==> src/rtl/muldiv_pkg.sv <==
// Shared definitions for the iterative multiply/divide unit: operation
// encodings, FSM state encodings and small decode helpers.
package muldiv_pkg;

    localparam logic [1:0] OP_MULT  = 2'b00;
    localparam logic [1:0] OP_MULTU = 2'b01;
    localparam logic [1:0] OP_DIV   = 2'b10;
    localparam logic [1:0] OP_DIVU  = 2'b11;

    typedef enum logic [1:0] {
        S_IDLE = 2'b00,
        S_PREP = 2'b01,
        S_CALC = 2'b10,
        S_FIX  = 2'b11
    } state_e;

    // Divide operations are the ones with op[1] set.
    function automatic logic isDivOp(input logic [1:0] opCode);
        return (opCode == OP_DIV) || (opCode == OP_DIVU);
    endfunction

    // Signed operations are the ones with op[0] clear.
    function automatic logic isSignedOp(input logic [1:0] opCode);
        return (opCode == OP_MULT) || (opCode == OP_DIV);
    endfunction

endpackage

==> src/rtl/muldiv_unit_div_step.sv <==
// One combinational restoring-division step: shift the next dividend bit
// into the partial remainder, trial-subtract the divisor and keep the
// difference only when it does not go negative.
module div_step #(
    parameter int WIDTH = 32
) (
    input  logic [WIDTH-1:0] remainder_in,
    input  logic             dividend_bit,
    input  logic [WIDTH-1:0] divisor,
    output logic [WIDTH-1:0] remainder_out,
    output logic             q_bit
);

    logic [WIDTH:0]   shifted;
    logic [WIDTH-1:0] diffLo;
    logic             fits;

    // Trial subtraction; the low WIDTH bits of the difference are exact
    // whenever the shifted remainder is at least the divisor.
    always_comb begin
        shifted       = {remainder_in, dividend_bit};
        diffLo        = shifted[WIDTH-1:0] - divisor;
        fits          = (shifted >= {1'b0, divisor});
        q_bit         = fits;
        remainder_out = fits ? diffLo : shifted[WIDTH-1:0];
    end

endmodule

==> src/rtl/muldiv_unit.sv <==
// Iterative multiply/divide unit owning the HI/LO registers. Operands are
// latched on an accepted start, converted to magnitudes in PREP, iterated
// for WIDTH cycles in CALC (shift-add multiply or restoring divide) and
// sign-corrected into HI/LO in FIX.
module muldiv_unit
    import muldiv_pkg::*;
#(
    parameter int WIDTH = 32
) (
    input  logic             clk,
    input  logic             rst,
    input  logic             start,
    input  logic [1:0]       op,
    input  logic [WIDTH-1:0] a,
    input  logic [WIDTH-1:0] b,
    input  logic             flush,
    input  logic             hi_we,
    input  logic             lo_we,
    input  logic [WIDTH-1:0] wdata,
    output logic [WIDTH-1:0] hi,
    output logic [WIDTH-1:0] lo,
    output logic             busy,
    output logic             done,
    output logic             div_by_zero
);

    localparam int CNT_W = $clog2(WIDTH);

    state_e state_q, state_d;

    logic [1:0]       op_q;
    logic [WIDTH-1:0] rawA_q, rawB_q;
    logic [WIDTH-1:0] srcB_q;
    logic [WIDTH-1:0] accHi_q, accLo_q;
    logic [WIDTH-1:0] hi_q, lo_q;
    logic             negQ_q, negR_q;
    logic [CNT_W-1:0] cnt_q;
    logic             done_q;
    logic             dbz_q;

    logic acceptStart;
    logic hostWrite;
    logic doPrep;
    logic doCalc;
    logic doFix;

    logic             signedOp;
    logic             aNeg, bNeg;
    logic [WIDTH-1:0] aMag, bMag;

    logic [WIDTH-1:0] addend;
    logic [WIDTH:0]   mulSum;

    logic [WIDTH-1:0] stepRem;
    logic             stepQ;

    logic [2*WIDTH-1:0] prodMag;
    logic [WIDTH-1:0]   fixHi, fixLo;
    logic               fixDbz;

    // State register; reset and flush both return the engine to IDLE.
    always_ff @(posedge clk) begin
        if (rst) begin
            state_q <= S_IDLE;
        end else begin
            state_q <= state_d;
        end
    end

    // Next-state logic: a fixed walk IDLE->PREP->CALC(WIDTH cycles)->FIX,
    // with flush aborting any in-flight operation.
    always_comb begin
        state_d = state_q;
        unique case (state_q)
            S_IDLE: if (start && !flush) state_d = S_PREP;
            S_PREP: state_d = S_CALC;
            S_CALC: if (cnt_q == '0) state_d = S_FIX;
            S_FIX:  state_d = S_IDLE;
            default: state_d = S_IDLE;
        endcase
        if (flush && (state_q != S_IDLE)) begin
            state_d = S_IDLE;
        end
    end

    // Control strobes decoded from the current state; flush suppresses
    // every datapath update of an in-flight operation.
    always_comb begin
        acceptStart = (state_q == S_IDLE) && start && !flush;
        hostWrite   = (state_q == S_IDLE);
        doPrep      = (state_q == S_PREP) && !flush;
        doCalc      = (state_q == S_CALC) && !flush;
        doFix       = (state_q == S_FIX)  && !flush;
    end

    // Operand magnitudes and result signs for the PREP cycle.
    always_comb begin
        signedOp = isSignedOp(op_q);
        aNeg     = signedOp && rawA_q[WIDTH-1];
        bNeg     = signedOp && rawB_q[WIDTH-1];
        aMag     = aNeg ? -rawA_q : rawA_q;
        bMag     = bNeg ? -rawB_q : rawB_q;
    end

    // Shift-add multiply step: add the multiplicand when the current
    // multiplier bit (LSB of the low half) is set, then shift right.
    always_comb begin
        addend = accLo_q[0] ? srcB_q : '0;
        mulSum = {1'b0, accHi_q} + {1'b0, addend};
    end

    div_step #(
        .WIDTH(WIDTH)
    ) u_div_step (
        .remainder_in (accHi_q),
        .dividend_bit (accLo_q[WIDTH-1]),
        .divisor      (srcB_q),
        .remainder_out(stepRem),
        .q_bit        (stepQ)
    );

    // Final sign correction and the divide-by-zero override for FIX.
    always_comb begin
        prodMag = {accHi_q, accLo_q};
        fixHi   = accHi_q;
        fixLo   = accLo_q;
        fixDbz  = 1'b0;
        if (isDivOp(op_q)) begin
            if (rawB_q == '0) begin
                fixHi  = rawA_q;
                fixLo  = '1;
                fixDbz = 1'b1;
            end else begin
                fixLo = negQ_q ? -accLo_q : accLo_q;
                fixHi = negR_q ? -accHi_q : accHi_q;
            end
        end else begin
            {fixHi, fixLo} = negQ_q ? -prodMag : prodMag;
        end
    end

    // Datapath and architectural registers: host writes while idle,
    // operand capture, iteration, and result commit with the done pulse.
    always_ff @(posedge clk) begin
        if (rst) begin
            op_q    <= OP_MULT;
            rawA_q  <= '0;
            rawB_q  <= '0;
            srcB_q  <= '0;
            accHi_q <= '0;
            accLo_q <= '0;
            negQ_q  <= 1'b0;
            negR_q  <= 1'b0;
            cnt_q   <= '0;
            hi_q    <= '0;
            lo_q    <= '0;
            done_q  <= 1'b0;
            dbz_q   <= 1'b0;
        end else begin
            done_q <= 1'b0;

            if (hostWrite && hi_we) begin
                hi_q <= wdata;
            end
            if (hostWrite && lo_we) begin
                lo_q <= wdata;
            end

            if (acceptStart) begin
                op_q   <= op;
                rawA_q <= a;
                rawB_q <= b;
                dbz_q  <= 1'b0;
            end

            if (doPrep) begin
                accHi_q <= '0;
                cnt_q   <= CNT_W'(WIDTH - 1);
                negQ_q  <= aNeg ^ bNeg;
                negR_q  <= aNeg;
                if (isDivOp(op_q)) begin
                    srcB_q  <= bMag;
                    accLo_q <= aMag;
                end else begin
                    srcB_q  <= aMag;
                    accLo_q <= bMag;
                end
            end

            if (doCalc) begin
                cnt_q <= cnt_q - CNT_W'(1);
                if (isDivOp(op_q)) begin
                    accHi_q <= stepRem;
                    accLo_q <= {accLo_q[WIDTH-2:0], stepQ};
                end else begin
                    accHi_q <= mulSum[WIDTH:1];
                    accLo_q <= {mulSum[0], accLo_q[WIDTH-1:1]};
                end
            end

            if (doFix) begin
                hi_q   <= fixHi;
                lo_q   <= fixLo;
                dbz_q  <= fixDbz;
                done_q <= 1'b1;
            end
        end
    end

    // Outputs come straight from registers.
    always_comb begin
        hi          = hi_q;
        lo          = lo_q;
        busy        = (state_q != S_IDLE);
        done        = done_q;
        div_by_zero = dbz_q;
    end

endmodule

==> config.mk <==
export PLATFORM = sky130hd
export DESIGN_NAME = muldiv_unit
export DESIGN_NICKNAME = d
export VERILOG_FILES = /design/src/rtl/muldiv_pkg.sv /design/src/rtl/muldiv_unit_div_step.sv /design/src/rtl/muldiv_unit.sv
export SDC_FILE = /design/constraint.sdc
export NUM_CORES = 1
export LEC_CHECK = 0
export ABC_AREA = 0
export ABC_CLOCK_PERIOD_IN_PS = 6300
export CORE_UTILIZATION = 40
export CTS_CLUSTER_DIAMETER = 100
export DETAILED_ROUTE_END_ITERATION = 6
export GPL_TIMING_DRIVEN = 1
export PLACE_DENSITY = 0.66
export SLEW_MARGIN = 15
export SYNTH_ARGS = -nofsm -noshare
export SYNTH_HDL_FRONTEND = slang
export SYNTH_SLANG_ARGS = --single-unit
==> constraint.sdc <==
create_clock -name clk -period 6.3 [get_ports clk]
set_input_delay 1.26 -clock clk [delete_from_list [all_inputs] [get_ports clk]]
set_output_delay 1.26 -clock clk [all_outputs]
set_load 0.02 [all_outputs]
==> flow_summary.json, run 1 <==
{
  "gr-total-overflow": 0,
  "hold_depth": 2,
  "rsz0062_at_grt": "false",
  "die_y_um": 213,
  "path_clk_slew_ns": 0.07,
  "power_uw": 7020,
  "clk_latency_ns": 0.56,
  "rows": 76,
  "cts.sinks": 237,
  "top_level_ports": 171,
  "wl_per_cell_um": 22.4,
  "async_flop_share": 0,
  "core_region_area_mm2": 0.0435,
  "cts-hold-fix-buffers": 0,
  "ys_seq_area_frac": 0.267,
  "num_vias": 18600,
  "cts_setup_buffers": 0,
  "power_density_mw_per_mm2": 343,
  "port-buffer-count": 170,
  "die_area_mm2": 0.0452,
  "fin_setup_tns_ns": 0,
  "cts_tree": "yes",
  "syn_nets": 2583,
  "cts_buffer_depth": 3,
  "nets": 2606,
  "cp.required_ns": 6.70,
  "vdd_drop_max_v": 0.000208,
  "cts_root_buf": "clkbuf_16",
  "cts-buffers-inserted": 27,
  "final_common_cell": "nand2_1",
  "layout_setup_ws_ns": 1.98,
  "p_leak_uw": 0.00776,
  "synth.top_cell.area_share": 0.267,
  "drc_errors": 0,
  "wirelength_mm": 67.8,
  "min_period_ns": 4.32,
  "vias_per_cell": 6.14,
  "critPathMaxStageDelay_ns": 0.67,
  "ys.warnings.count": 0,
  "drt-initial-drc-count": 2158,
  "timing.fmax_mhz": 232,
  "slowest_stage": "or4_1",
  "yosysTopAreaCell": "dfxtp_1",
  "synth_flop_cell": "dfxtp_1",
  "max-slew-margin-rel": 0.199,
  "dr.pass1.iters": 5,
  "avgSynthCellArea_um2": 7.39,
  "crit_type": "reg2reg",
  "place_ws_ns": 2.10,
  "end_kind": "flop",
  "most-common-layout-cells": "nand2_1, a21oi_1, dfxtp_1",
  "arrival_ns": 4.72,
  "worstMarginPinSlew_ns": 1.20,
  "antenna_found_initial": 0,
  "area_delta_synth_final_pct": 15.4,
  "hpwl_mm": 51.0,
  "htreeDepth": 1,
  "gp_congestion": 0.983,
  "period_share": 0.685,
  "netlist_area_mm2": 0.0178,
  "grt_pass1_vias": 16700,
  "yosysUniqueCellTypes": 81,
  "antenna_left": 0,
  "synth.ff_latch_count": 237,
  "maxSlewViolCount": 0,
  "hold_viol": 0,
  "synth_area_leaders": "dfxtp_1, a21oi_1, nand2_1, xnor2_1, ha_1",
  "grt_max_degree": 84,
  "hp-class": "reg2reg",
  "syn_inst": 2403,
  "hold_ws_ns": 0.451,
  "r2r_cells": 11,
  "die_x_um": 213,
  "setup_viol": 0,
  "grt_use_total": 0.292,
  "drive_above_1_share": 0.0443,
  "max_cap_viol_count": 0,
  "post_cts_resize_count": 0,
  "crit_chain": "inv_1 > ha_1 > or3b_2 > or4_1 > nor3_2 > nand3_1 > o21ai_1 > xor2_1 > nor2_1 > a2111oi_0 > a211oi_1",
  "grt_pass1_wl_mm": 102,
  "crit_fanout": 17,
  "start_util": 0.408,
  "fin_worst_skew_ns": 0.0172,
  "synth_edf_count": 0,
  "status": "finished, final reports clean",
  "worstSetupStartpointType": "flop",
  "final_util": 0.471
}
-- stage by stage --
step / instances / cell area, um^2
6_report: 3026 / 20500
5_1_grt: 3025 / 20500
4_1_cts: 3025 / 20500
3_5_place_dp: 2982 / 19600
3_3_place_gp: 2982 / 19600
2_1_floorplan: 2403 / 17800
-- cells in the mapped netlist (23+ instances only) --
library cell,number
a211oi_1,71
a21o_1,31
a21oi_1,270
a221oi_1,25
a22oi_1,30
a311oi_1,30
clkbuf_1,164
dfxtp_1,237
ha_1,74
inv_1,72
mux2i_1,58
nand2_1,348
nand3_1,42
nor2_1,174
nor2b_1,26
nor3_1,23
o211ai_1,46
o21ai_0,141
o31ai_1,27
or3_1,29
xnor2_1,119
xor2_1,78
-- area by class of cell --
| type | count | area [um^2] |
|---|---|---|
| diodes | 1 | 2.50 |
| clock buffers | 37 | 773 |
| clock inverters | 6 | 108 |
| fillers | 4372 | 23000 |
| inverters | 73 | 274 |
| multi-input cells | 1893 | 12000 |
| flip-flops and latches | 237 | 4750 |
| well taps | 585 | 732 |
| repair buffers | 194 | 1880 |
-- path summary, 6_finish.rpt --
check,start,to,slack (ns)
worst max-delay path,accLo_q[0],hi[14],1.98
worst min-delay path,srcB_q[6],srcB_q[6],0.45
worst max register to register,accLo_q[0],hi[14],1.98
worst min register to register,srcB_q[6],srcB_q[6],0.45
-- worst max-delay path: cells and delay by family, from the launching register on --
kind / cells / cell delay [ns]
AOI/OAI and AO/OA: 3 / 0.92
buffers and inverters: 1 / 0.57
xor gates and xnor gates: 1 / 0.18
adders and majority gates: 1 / 0.28
and+or+nand+nor: 5 / 1.86
DFF: 1 / 0.36
-- flip-flops by register name, indices dropped and copies added (netlist names), 5 cells and up --
| register | count |
|---|---|
| cnt_q | 5 |
| hi | 32 |
| rawA_q | 32 |
| srcB_q | 32 |
| accHi_q | 32 |
| lo | 32 |
| accLo_q | 32 |
| rawB_q | 32 |
-- where the power goes --
group | leakage [uW] | internal [uW] | switching, uW | total [uW]
sequential | 0.00193 | 1700 | 278 | 1980
combinational | 0.00540 | 1250 | 2160 | 3400
clock | 0.000431 | 967 | 668 | 1630
total | 0.00776 | 3920 | 3100 | 7020
-- kinds of logic (layout without fill, tap and decap cells) --
group / count (synthesis) / in the layout / share of synthesized area
compound gates: 796 / 796 / 0.289
simple gates: 764 / 764 / 0.198
buf+inv: 273 / 310 / 0.0603
flops: 237 / 237 / 0.267
xor+xnor: 197 / 197 / 0.0972
fa+ha+maj: 76 / 76 / 0.0544
mux: 60 / 60 / 0.0340
other cells: 0 / 1 / 0
-- per-layer routing --
| metal | share of wire | track usage | up-vias |
|---|---|---|---|
| met5 | 0 | 0 | - |
| met4 | 0.038 | 0.106 | 0 |
| met3 | 0.089 | 0.0428 | 126 |
| met2 | 0.42 | 0.436 | 884 |
| met1 | 0.45 | 0.422 | 8856 |
| li1 | - | - | 8715 |
No activity file was read; power rests on OpenSTA's default activity.
==> run 2: changes to the inputs <==
--- a/config.mk
+++ b/config.mk
@@ -6,7 +6,7 @@
 export NUM_CORES = 1
 export LEC_CHECK = 0
 export ABC_AREA = 0
-export ABC_CLOCK_PERIOD_IN_PS = 6300
+export ABC_CLOCK_PERIOD_IN_PS = 4350
 export CORE_UTILIZATION = 40
 export CTS_CLUSTER_DIAMETER = 100
 export DETAILED_ROUTE_END_ITERATION = 6
==> constraint.sdc (replaced) <==
create_clock -name clk -period 4.35 [get_ports clk]
set_input_delay 0.87 -clock clk [delete_from_list [all_inputs] [get_ports clk]]
set_output_delay 0.87 -clock clk [all_outputs]
set_load 0.02 [all_outputs]
==> run 2 against run 1 <==
- sequential power rose by 45%
- core utilization rose by 1.0 points
- first-iteration DRC count fell by 7.5%
- combinational power rose by 48%
- design area rose by 2.1%
- via count fell by 0.21%
- worst setup slack got worse by 1.6 ns
- clock skew rose by 0.0077 ns
==> flow_summary.json, run 2 (synthesis gave the netlist of run 1 again) <==
{
  "status": "finished, final reports clean",
  "cp.required_ns": 4.77,
  "drive_above_1_share": 0.0635,
  "setup_viol": 0,
  "cts_root_buf": "clkbuf_16",
  "die_x_um": 213,
  "worstSetupStartpointType": "flop",
  "antenna_cells": 0,
  "antenna_left": 0,
  "final_common_cell": "nand2_1",
  "core_region_area_mm2": 0.0435,
  "timing.fmax_mhz": 250,
  "crit_type": "reg2reg",
  "period_share": 0.919,
  "drc_errors": 0,
  "max_cap_viol_count": 0,
  "placed_cell_area_mm2": 0.0199,
  "cts-hold-fix-buffers": 0,
  "end_kind": "flop",
  "crit_chain": "inv_1 > ha_1 > or3b_2 > or4_1 > nor3_2 > nand3_1 > o21ai_1 > xor2_1 > nor2_1 > a2111oi_0 > buf_4 > a211oi_1",
  "nets": 2650,
  "num_vias": 18500,
  "gr-total-overflow": 0,
  "dr.pass1.iters": 6,
  "cts_tree": "yes",
  "clk_latency_ns": 0.57,
  "critPathBufInv": 2,
  "post_cts_resize_count": 0,
  "grt_pass1_vias": 16900,
  "multi_input_area_mm2": 0.0120,
  "wl_per_cell_um": 21.9,
  "port-buffer-count": 170,
  "cts_buffer_depth": 3,
  "drt-initial-drc-count": 1997,
  "hpwl_mm": 51.9,
  "hold_viol": 0,
  "top_level_ports": 171,
  "path_clk_slew_ns": 0.07,
  "area_delta_synth_final_pct": 17.9,
  "fillers": 4397,
  "vdd_drop_max_v": 0.000288,
  "p_leak_uw": 0.00803,
  "max-slew-margin-rel": 0.376,
  "cp_top_family": "simple AND/OR/NAND/NOR gates",
  "antenna_found_initial": 2,
  "grt_use_total": 0.292,
  "crit_fanout": 12,
  "start_util": 0.408,
  "cts.sinks": 237,
  "seqCellArea_mm2": 0.00475,
  "die_y_um": 213,
  "maxSlewViolCount": 0,
  "slowest_stage": "or4_1",
  "hp-class": "reg2reg",
  "power_density_mw_per_mm2": 495,
  "htreeDepth": 1,
  "rows": 76,
  "fin_worst_skew_ns": 0.0249,
  "fin_setup_tns_ns": 0,
  "grt_max_degree": 77,
  "vias_per_cell": 6.03,
  "grt_pass1_wl_mm": 102,
  "gp_congestion": 1.01,
  "wirelength_mm": 67.2,
  "die_area_mm2": 0.0452,
  "cts_setup_buffers": 0,
  "worstMarginPinSlew_ns": 0.932,
  "arrival_ns": 4.42,
  "layout.cell_area.non_filler_mm2": 0.0209,
  "critPathMaxStageDelay_ns": 0.68,
  "rsz0062_at_grt": "false",
  "min_period_ns": 4.00,
  "cts-buffers-inserted": 28,
  "most-common-layout-cells": "nand2_1, a21oi_1, dfxtp_1"
}
[run 2: cell types whose count changed in the layout (fill, tap and decap cells not counted), moves of 2 or more]
| cell | delta |
|---|---|
| clkinv_2 | +3 |
| buf_12 | +2 |
| buf_4 | +40 |
| clkbuf_8 | -4 |
| clkbuf_16 | +2 |
| clkinv_4 | +3 |
[run 2: routing by layer]
metal	vias up	wire length, um	track usage
li1	8794	-	-
met3	120	6000	0.0485
met4	2	2440	0.0995
met2	867	28600	0.444
met1	8759	30100	0.413
met5	-	13	0
[run 2: final timing paths]
path / startpoint / to / slack [ns] / depth (start not counted)
max: accLo_q[0] / hi[14] / 0.35 / 12
min: srcB_q[10] / srcB_q[10] / 0.45 / 2
max reg2reg: accLo_q[0] / hi[14] / 0.35 / 12
min reg2reg: srcB_q[10] / srcB_q[10] / 0.45 / 2
[run 2: worst min-delay path, delay by kind of cell, from the launching register on]
family	cells	cell delay (ns)
flops	1	0.30
simple gates	1	0.05
compound gates	1	0.05
[run 2: cell type report]
cell class | instances | area share
tap | 585 | 0.0350
inverter | 73 | 0.0131
sequential | 237 | 0.227
clock buffer | 36 | 0.0369
clock inverter | 13 | 0.00855
timing repair buffer | 237 | 0.108
multi-input combinational | 1893 | 0.572
[run 2: where the power goes]
part           switching [uW]  internal, uW
Sequential                404          2470
Combinational            3090          1940
Clock                     978          1480
Total                    4470          5890
[run 2: per-stage QoR]
step                std cells  hold WS [ns]  worst slack [ns]  utilization  power [uW]
floorplan                2403         0.432             0.931            -        6220
global placement         3024         0.444             0.485        0.459        7800
detailed placement       3024         0.444             0.391        0.459        7860
CTS                      3073         0.452             0.358        0.481       10300
global route             3074         0.470            0.0990        0.481       10900
finish                   3074         0.450             0.351        0.481       10400
==> run 3: changes to the inputs <==
--- a/config.mk
+++ b/config.mk
@@ -12,7 +12,9 @@
 export DETAILED_ROUTE_END_ITERATION = 6
 export GPL_TIMING_DRIVEN = 1
 export PLACE_DENSITY = 0.66
+export SKIP_LAST_GASP = 1
 export SLEW_MARGIN = 15
 export SYNTH_ARGS = -nofsm -noshare
 export SYNTH_HDL_FRONTEND = slang
+export SYNTH_HIERARCHICAL = 1
 export SYNTH_SLANG_ARGS = --single-unit
==> run 3 against run 2 <==
- first-iteration DRC count up 15%
- critical path depth up 3
- cell count up 3.1%
- clock skew down 0.0079 ns
- worst hold slack better by 0.015 ns
- worst setup slack worse by 0.10 ns
- non-clock buffer count up 22
- highest routed layer unchanged
- count of clock-buffer cells in the layout up 1
- sequential power about the same
- via count up 4.8%
==> flow_summary.json, run 3 <==
{
  "wirelength_mm": 74.5,
  "hold_ws_ns": 0.465,
  "area_delta_synth_final_pct": 18.8,
  "hp-class": "reg2reg",
  "maxSlewViolCount": 0,
  "crit_type": "reg2reg",
  "hpwl_mm": 57.3,
  "synth.top_cell.area_share": 0.262,
  "die_area_mm2": 0.0461,
  "yosys.area_share.simple": 0.212,
  "fin_worst_skew_ns": 0.0170,
  "slowest_stage": "o31ai_1",
  "end_kind": "flop",
  "critPathBufInv": 1,
  "worstSetupStartpointType": "flop",
  "synth.ff_latch_count": 237,
  "grt_max_degree": 82,
  "cp.required_ns": 4.84,
  "start_util": 0.408,
  "synth_commonest_cells": "nand2_1, a21oi_1, dfxtp_1, nor2_1, clkbuf_1",
  "seqCellArea_mm2": 0.00475,
  "cts_setup_buffers": 0,
  "swShare": 0.430,
  "cts-buffers-inserted": 29,
  "drc_errors": 0,
  "cts_tree": "yes",
  "ys.warnings.count": 6,
  "vias_per_cell": 6.13,
  "dr.pass1.iters": 7,
  "ys_seq_area_frac": 0.262,
  "min_period_ns": 4.10,
  "yosysTopAreaCell": "dfxtp_1",
  "vdd_drop_max_v": 0.000342,
  "power_density_mw_per_mm2": 484,
  "drive_above_1_share": 0.0835,
  "p_switching_uw": 4480,
  "crit_chain": "inv_1 > ha_1 > fa_1 > nor2b_1 > o31a_1 > o21ai_0 > o31ai_1 > a21oi_1 > or3b_2 > nand3_1 > mux2_4 > o21ai_0 > a21oi_1 > o311ai_0 > o21ai_0",
  "synthMuxAreaShare": 0.0546,
  "max_cap_viol_count": 0,
  "fin_setup_tns_ns": 0,
  "syn_nets": 2632,
  "grt_pass1_vias": 18200,
  "port-buffer-count": 170,
  "critPathMostFrequentCell": "o21ai_0",
  "cts.sinks": 237,
  "async_flop_share": 0,
  "synth_most_common_cell": "nand2_1",
  "final_common_cell": "nand2_1",
  "rsz0062_at_grt": "false",
  "syn_inst": 2452,
  "antenna_found_initial": 3,
  "cts_root_buf": "clkbuf_16",
  "fillers": 4391,
  "arrival_ns": 4.59,
  "power.share.clock": 0.240,
  "avgSynthCellArea_um2": 7.39,
  "nets": 2733,
  "path_clk_slew_ns": 0.06,
  "die_y_um": 215,
  "synth_area_leaders": "dfxtp_1, nand2_1, a21oi_1, xnor2_1, ha_1",
  "hold_viol": 0,
  "p_leak_uw": 0.00832,
  "num_vias": 19400,
  "grt_use_total": 0.312,
  "synth_flop_cell": "dfxtp_1",
  "synth_fa_ha_area_frac": 0.0533,
  "post-place-cells": 3114,
  "period_share": 0.943,
  "crit_fanout": 5,
  "core_region_area_mm2": 0.0444,
  "worstMarginPinSlew_ns": 1.03,
  "power_frac_seq": 0.276,
  "netlist_area_mm2": 0.0181,
  "wl_per_cell_um": 23.5,
  "htreeDepth": 1,
  "multi_input_area_mm2": 0.0124,
  "cts-hold-fix-buffers": 0,
  "synth_xor_area_frac": 0.0938,
  "most-common-layout-cells": "nand2_1, a21oi_1, dfxtp_1",
  "drt-initial-drc-count": 2291,
  "p_int_uw": 5940,
  "top_level_ports": 171,
  "critPathMaxStageDelay_ns": 0.51,
  "max-slew-margin-rel": 0.309,
  "gp_congestion": 0.979,
  "status": "finished, final reports clean",
  "grt_pass1_wl_mm": 112,
  "cts_buffer_depth": 3,
  "clk_latency_ns": 0.58,
  "rows": 77,
  "yosysUniqueCellTypes": 83,
  "gr-total-overflow": 0,
  "die_x_um": 215,
  "antenna_left": 0,
  "synth_compound_area_frac": 0.268,
  "setup_viol": 0,
  "fin_cells": 3169,
  "timing.fmax_mhz": 244,
  "synth_top_family_by_area": "compound AO/OA/AOI/OAI gates",
  "cp_top_family": "compound AO/OA/AOI/OAI gates",
  "synth_edf_count": 0,
  "p_comb_frac": 0.484
}
## run 3: kinds of logic after synthesis
group,count (synthesis)
adders and majority gates,76
DFF,237
muxes,90
AOI/OAI and AO/OA,762
buffers and inverters,260
xor gates and xnor gates,194
and+or+nand+nor,833
## run 3: layout make-up
class,instances,share of cell area
Sequential cell,237,0.221
Antenna cell,1,0.000116
Inverter,71,0.0124
Multi-Input combinational cell,1955,0.576
Clock inverter,17,0.00849
Timing Repair Buffer,259,0.111
Tap cell,592,0.0344
Clock buffer,37,0.0365
## run 3: per-layer routing
layer,share of wire,global-route usage,wire length (um),vias up
met2,0.43,0.478,32000,989
met1,0.43,0.431,32400,9216
met5,0.00012,0,9,-
met4,0.044,0.126,3270,2
met3,0.092,0.0553,6820,183
li1,-,-,-,9046
## run 3: what timing repair did
action / in CTS / in global routing
gates resized for setup: 0 / 1
setup endpoints to repair: 0 / 3
hold endpoints to repair: 0 / 0
## run 3: worst paths after layout
path,startpoint,to,slack [ns],cells after the start
setup / recovery,accLo_q[31],accHi_q[30],0.25,15
hold reg to reg,srcB_q[3],srcB_q[3],0.47,2
hold / removal,srcB_q[3],srcB_q[3],0.47,2
setup reg to reg,accLo_q[31],accHi_q[30],0.25,15
## run 3: stage by stage
stage / setup WS [ns] / util / power, uW / cell area [um^2]
floorplan: 1.04 / - / 6190 / 18100
global placement: 0.316 / 0.463 / 7770 / 20500
detailed placement: 0.207 / 0.463 / 7840 / 20500
CTS: 0.181 / 0.484 / 10300 / 21500
global route: 0.0946 / 0.484 / 10900 / 21500
finish: 0.248 / 0.485 / 10400 / 21500
## run 3: worst register-to-register path, stage by stage (launching register included)
cell	delay [ns]
dfxtp_1	0.41
inv_1	0.09
ha_1	0.24
fa_1	0.43
nor2b_1	0.18
o31a_1	0.22
o21ai_0	0.28
o31ai_1	0.51
a21oi_1	0.26
or3b_2	0.51
nand3_1	0.09
mux2_4	0.13
o21ai_0	0.07
a21oi_1	0.23
o311ai_0	0.16
o21ai_0	0.19
## run 3: power groups by stage
stage / Sequential [uW] / Combinational, uW / Clock (uW)
2_1_floorplan: 2840 / 3360 / 0
3_3_place_gp: 2890 / 4890 / 0
3_5_place_dp: 2900 / 4930 / 0
4_1_cts: 2860 / 4960 / 2520
5_1_grt: 2900 / 5380 / 2610
6_report: 2870 / 5050 / 2500
